### config.mk
export PLATFORM = sky130hd
export DESIGN_NAME = byte_lane_packer
export DESIGN_NICKNAME = d
export VERILOG_FILES = /design/src/rtl/p2b_byte_pkg.sv /design/src/rtl/byte_out_reg.sv /design/src/rtl/byte_lane_packer.sv
export SDC_FILE = /design/constraint.sdc
export NUM_CORES = 1
export LEC_CHECK = 0
export ABC_AREA = 1
export CAP_MARGIN = 30
export CORE_MARGIN = 5
export CORE_UTILIZATION = 45
export DETAILED_ROUTE_END_ITERATION = 8
export PLACE_DENSITY = 0.69
export SYNTH_ARGS = -nofsm -noshare
export SYNTH_HDL_FRONTEND = slang
export SYNTH_HIERARCHICAL = 1
export SYNTH_SLANG_ARGS = --single-unit
### constraint.sdc
create_clock -name byte_clk -period 2.27 [get_ports byte_clk]
set_clock_uncertainty 0.15 [all_clocks]
set_input_delay 0.3405 -clock byte_clk [delete_from_list [all_inputs] [get_ports byte_clk]]
set_output_delay 0.3405 -clock byte_clk [all_outputs]
set_load 0.02 [all_outputs]
### src/rtl/p2b_byte_pkg.sv
// Shared widths, FSM encoding and lane-mapping helpers for the byte lane packer.
// The offset helper defines where stream byte k lands on the 64-bit lane bus.
package p2b_byte_pkg;

   localparam int BYTE_W = 8;
   localparam int BUS_W  = 64;
   localparam int CNT_W  = 4;

   typedef enum logic {
      ST_FILL = 1'b0,
      ST_FULL = 1'b1
   } acc_state_t;

   function automatic int calc_bpw(input int lanes, input int gear);
      return (lanes * gear) / BYTE_W;
   endfunction

   // Each lane owns a 16-bit field; successive passes over the lanes fill the upper byte.
   function automatic int slot_offset(input int k, input int lanes);
      return 16 * (k % lanes) + BYTE_W * (k / lanes);
   endfunction

   function automatic bit lanes_legal(input int lanes);
      return (lanes == 1) || (lanes == 2) || (lanes == 4);
   endfunction

   function automatic bit gear_legal(input int gear);
      return (gear == 8) || (gear == 16);
   endfunction

endpackage

### src/rtl/byte_out_reg.sv
// One-entry output register: loads a word when empty or draining, holds it
// stable while the consumer stalls.
module byte_out_reg
   import p2b_byte_pkg::*;
(
   input  logic             clk,
   input  logic             rst_n,
   input  logic             load_valid,
   output logic             load_ready,
   input  logic [BUS_W-1:0] load_data,
   input  logic             load_last,
   input  logic [CNT_W-1:0] load_cnt,
   output logic             word_valid,
   input  logic             word_ready,
   output logic [BUS_W-1:0] word_data,
   output logic             word_last,
   output logic [CNT_W-1:0] word_cnt
);

   // Valid/ready: a word moves when valid && ready on the same clock edge; a
   // presented word and its data stay unchanged until that edge.
   assign load_ready = !word_valid || word_ready;

   always_ff @(posedge clk or negedge rst_n) begin
      if (!rst_n) begin
         word_valid <= 1'b0;
         word_data  <= '0;
         word_last  <= 1'b0;
         word_cnt   <= '0;
      end else if (load_valid && load_ready) begin
         word_valid <= 1'b1;
         word_data  <= load_data;
         word_last  <= load_last;
         word_cnt   <= load_cnt;
      end else if (word_ready) begin
         word_valid <= 1'b0;
      end
   end

endmodule

### src/rtl/byte_lane_packer.sv
// Packs a valid/ready byte stream into lane-interleaved 64-bit words for a
// byte-lane TX bus, padding short words at packet end.
module byte_lane_packer
   import p2b_byte_pkg::*;
#(
   parameter int          NUM_TX_LANE = 4,
   parameter int          TX_GEAR     = 16,
   parameter logic [7:0]  PAD_BYTE    = 8'h00
) (
   input  logic        byte_clk,
   input  logic        rst_n,
   input  logic        s_byte_valid,
   input  logic [7:0]  s_byte_data,
   input  logic        s_byte_last,
   output logic        s_byte_ready,
   input  logic        byte_ready,
   output logic        byte_en,
   output logic [63:0] byte_dout,
   output logic        byte_last,
   output logic [3:0]  byte_cnt,
   output logic [31:0] byte_total
);

   localparam int               BPW      = calc_bpw(NUM_TX_LANE, TX_GEAR);
   localparam logic [CNT_W-1:0] LAST_IDX = CNT_W'(BPW - 1);

   generate
      if (!lanes_legal(NUM_TX_LANE) || !gear_legal(TX_GEAR)) begin : g_bad_param
         $error("byte_lane_packer: NUM_TX_LANE must be 1/2/4 and TX_GEAR 8/16");
      end
   endgenerate

   // Empty staging word: pad in every used slot, zero on unused lanes/bytes.
   function automatic logic [BUS_W-1:0] pad_word();
      logic [BUS_W-1:0] w;
      w = '0;
      for (int k = 0; k < BPW; k++) begin
         w[slot_offset(k, NUM_TX_LANE) +: BYTE_W] = PAD_BYTE;
      end
      return w;
   endfunction

   localparam logic [BUS_W-1:0] PAD_WORD = pad_word();

   acc_state_t       state;
   acc_state_t       state_nx;
   logic [CNT_W-1:0] idx;
   logic [BUS_W-1:0] stage;
   logic             stage_last;
   logic [CNT_W-1:0] stage_cnt;
   logic             take;
   logic             closing;
   logic             load_ready;

   assign s_byte_ready = (state == ST_FILL);
   assign take         = s_byte_valid && s_byte_ready;
   assign closing      = take && ((idx == LAST_IDX) || s_byte_last);

   always_comb begin
      state_nx = state;
      case (state)
         ST_FILL: if (closing)    state_nx = ST_FULL;
         ST_FULL: if (load_ready) state_nx = ST_FILL;
         default:                 state_nx = ST_FILL;
      endcase
   end

   always_ff @(posedge byte_clk or negedge rst_n) begin
      if (!rst_n) state <= ST_FILL;
      else        state <= state_nx;
   end

   always_ff @(posedge byte_clk or negedge rst_n) begin
      if (!rst_n) begin
         idx        <= '0;
         stage      <= PAD_WORD;
         stage_last <= 1'b0;
         stage_cnt  <= '0;
      end else if (take) begin
         for (int k = 0; k < BPW; k++) begin
            if (idx == CNT_W'(k)) stage[slot_offset(k, NUM_TX_LANE) +: BYTE_W] <= s_byte_data;
         end
         if (closing) begin
            idx        <= '0;
            stage_last <= s_byte_last;
            stage_cnt  <= idx + 1'b1;
         end else begin
            idx <= idx + 1'b1;
         end
      end else if ((state == ST_FULL) && load_ready) begin
         // Word handed off: refill the staging word with pad for the next packet.
         stage      <= PAD_WORD;
         stage_last <= 1'b0;
      end
   end

   byte_out_reg u_out_reg (
      .clk        (byte_clk),
      .rst_n      (rst_n),
      .load_valid (state == ST_FULL),
      .load_ready (load_ready),
      .load_data  (stage),
      .load_last  (stage_last),
      .load_cnt   (stage_cnt),
      .word_valid (byte_en),
      .word_ready (byte_ready),
      .word_data  (byte_dout),
      .word_last  (byte_last),
      .word_cnt   (byte_cnt)
   );

   always_ff @(posedge byte_clk or negedge rst_n) begin
      if (!rst_n)                     byte_total <= '0;
      else if (byte_en && byte_ready) byte_total <= byte_total + 32'(byte_cnt);
   end

endmodule

==> flow_metrics.env <==
export IMPL_setup_worst_path_start="u_out_reg/word_cnt[0]$_DFFE_PN0P_"
export IMPL_insertion_delay_ps=420
export IMPL_die_h_um=140
export IMPL_grt_first_pass_wirelength_um=31700
export IMPL_wl_um=19000
export IMPL_worstSetupPathType="reg2reg"
export IMPL_p_leak_uw=0.00470
export IMPL_die_x_um=140
export IMPL_drtIter0Drc=420
export IMPL_core_sq_um=16600
export IMPL_grt_pass1_vias=6020
export IMPL_hold_viol=0
export IMPL_yosys_area_top_type="dfrtp_1"
export IMPL_track_usage_pct=19.9
export IMPL_crit_path_end_kind="register"
export IMPL_syn_area_sq_um=7660
export IMPL_timing_final_ws_setup_ps=196
export IMPL_pin_count=116
export IMPL_synth_top_area_share_pct=57.5
export IMPL_cts_sinks=176
export IMPL_dp_slack_ps=98.3
export IMPL_critPathMaxStageDelay_ps=400
export IMPL_drc=0
export IMPL_routed_via_count=6200
export IMPL_cp_start_kind="register"
export IMPL_cellPowerDensity_nw_per_um2=1170
export IMPL_slew_limit_headroom_pct=67.4
export IMPL_tightest_slew_ps=488
export IMPL_antenna_left=0
export IMPL_drv_cap=0
export IMPL_yosysMostFrequentCell="nand2_1"
export IMPL_seqCellArea_sq_um=4410
export IMPL_rsz0062_at_grt="no"
export IMPL_ys_types=30
export IMPL_outcome="finished clean"
export IMPL_hp_class="in2async"
export IMPL_final_util_pct=58.2
export IMPL_synthTopCellsByArea="dfrtp_1 (57%), nand2_1 (12%), nand3_1 (11%)"
export IMPL_synth_edf_count=0
export IMPL_crit_end="byte_total[16]$_DFFE_PN0P_"
export IMPL_ir_worst_vdd_mv=0.737
export IMPL_ys_seq_area_share_pct=57.5
export IMPL_synthTopCellsByCount="nand2_1 (255), dfrtp_1 (176), nand3_1 (161)"
export IMPL_ys_warnings_count=6
export IMPL_multi_input_area_sq_um=2850
export IMPL_grt_max_degree=53
export IMPL_ys_flop_type="dfrtp_1"
export IMPL_place_detailed_hpwl_um=12700
export IMPL_drv_slew=0
export IMPL_final_cells=1205
export IMPL_syn2layout_area_growth_pct=26.3
export IMPL_critPathMaxFanout=3
export IMPL_num_nets_final=994
export IMPL_worstReg2RegEnd="byte_total[16]$_DFFE_PN0P_"
export IMPL_antenna_cells=0
export IMPL_post_cts_buffers=0
export IMPL_h_tree_depth=4
export IMPL_r2r_start="u_out_reg/word_cnt[0]$_DFFE_PN0P_"
export IMPL_fin_crit_sh_pct=91.3
export IMPL_dpl_cell_count=1172
export IMPL_min_period_ps=2070
export IMPL_synth_cells=853
export IMPL_cts_tree="built"
export IMPL_rows=47
export IMPL_grt_remaining_overflow=0
export IMPL_cts_path_max_buffers=2
export IMPL_via_per_inst=5.15
export IMPL_synth_net_count=875
export IMPL_nFillCells=1434
export IMPL_crit_arrival_ps=2240
export IMPL_rrSetupSlack_ps=200
export IMPL_io_buffers=115
export IMPL_die_area_sq_um=19700
export IMPL_cts_buffers=17
export IMPL_synth_async_reset_ratio_pct=100
export IMPL_firstDrtPassIters=5
export IMPL_setup_tns_final_ps=0
export IMPL_antenna_found_initial=0
export IMPL_ys_ff_latch=176
export IMPL_clockRootBuffer="clkbuf_16"
export IMPL_fmaxAchievable_mhz=482
export IMPL_path_cells="ha_1 > fa_1 > nand2_1 > nand3_2 > nand3_2 > nor2_1 > nand2_1 > xor2_1 > inv_1"
export IMPL_worstPathRequired_ps=2430
export IMPL_setup_violations_final=0
export IMPL_drive_gt1_share_pct=7.61
export IMPL_wl_per_cell_um=15.8
export IMPL_start_util_pct=46.0
export IMPL_gp_congestion=0.832
export IMPL_crit_slowest_cell="fa_1"
export IMPL_clk_pin_slew_ps=70
export IMPL_ff2ff_path_depth=9
export IMPL_syn_avg_cell_area_sq_um=8.98
==> kinds of logic after synthesis <==
group                      after synthesis  share of synthesized area (%)
adders and majority gates                9                           1.57
AOI/OAI and AO/OA                       81                           5.45
buffers and inverters                   85                           5.52
xor gates and xnor gates                21                           2.40
and+or+nand+nor                        481                           27.6
DFF                                    176                           57.5
==> state kept, by name (all words and copies together), names as in the netlist <==
signal,cells
byte_total,32
idx,4
stage,64
stage_cnt,4
stage_last,1
state,1
u_out_reg/word_cnt,4
u_out_reg/word_data,64
u_out_reg/word_last,1
u_out_reg/word_valid,1
==> through the flow <==
| step | total power [uW] | hold WS, ps | area, sq um |
|---|---|---|---|
| 6_report | 11400 | 257 | 9680 |
| 5_1_grt | 12100 | 292 | 9680 |
| 3_3_place_gp | 8430 | 147 | 9070 |
| 3_5_place_dp | 8500 | 148 | 9070 |
| 2_1_floorplan | 6900 | -105 | 7660 |
| 4_1_cts | 11500 | 266 | 9670 |
==> routing by layer <==
layer | share of wire, % | vias up | track usage (%)
met2 | 46 | 161 | 30.9
met1 | 48 | 2991 | 28.8
li1 | - | 3026 | -
met4 | 1.4 | 0 | 5.51
met5 | 0 | - | 0
met3 | 4.9 | 22 | 3.58
==> placed cells by master (no fill, tap or decap), types with 2 or more instances in the layout <==
cell / instances
o21ai_1: 2
inv_6: 4
nand2_2: 3
buf_12: 4
clkinv_2: 4
clkinvlp_4: 2
nand3_2: 4
nor2_2: 3
xnor2_1: 11
nor2_4: 2
o21ai_0: 73
nor2_1: 40
ha_1: 8
dfrtp_1: 175
nand4_1: 6
clkdlybuf4s50_1: 114
clkbuf_8: 2
o22ai_1: 3
inv_1: 44
nand2_1: 254
nand3_1: 160
nand2_4: 2
buf_4: 20
bufinv_16: 2
clkbuf_16: 17
xor2_1: 10
nand3b_1: 4
==> layout make-up <==
cell class                 instances  area share (%)
sequential                       176            45.5
multi-input combinational        592            29.5
timing repair buffer             140            14.4
clock buffer                      20            4.72
tap                              220            2.84
inverter                          45            1.74
clock inverter                    12            1.34
==> power breakdown <==
part,total [uW],leakage (uW),switching [uW],internal (uW)
Combinational,3910,0.00202,2380,1530
Sequential,4550,0.00240,565,3980
Clock,2910,0.000287,1220,1690
Total,11400,0.00470,4170,7190
==> worst max-delay path: cells and delay by family, from the launching register on <==
| family | cells | cell delay, ps |
|---|---|---|
| fa+ha+maj | 2 | 640 |
| simple gates | 5 | 590 |
| flops | 1 | 390 |
| xor+xnor | 1 | 140 |
| buf+inv | 1 | 50 |
==> how the worst min path moves through the flow <==
stage               start                    endpoint  slack [ps]  cells past startpoint
detailed placement  rst_n  byte_total[16]$_DFFE_PN0P_         150                      1
finish              rst_n   byte_total[7]$_DFFE_PN0P_         260                      2
floorplan           rst_n   byte_total[0]$_DFFE_PN0P_        -110                      0
global placement    rst_n   byte_total[9]$_DFFE_PN0P_         150                      1
global route        rst_n   byte_total[9]$_DFFE_PN0P_         290                      2
CTS                 rst_n   byte_total[7]$_DFFE_PN0P_         270                      2
==> timing repair <==
| action | in CTS | in global routing |
|---|---|---|
| endpoints found under the hold margin | 39 | 0 |
| resized for setup | 0 | 2 |
| endpoints found under the setup margin | 0 | 2 |
| hold buffers | 1 | 0 |
(Power assumes the default switching activity.)
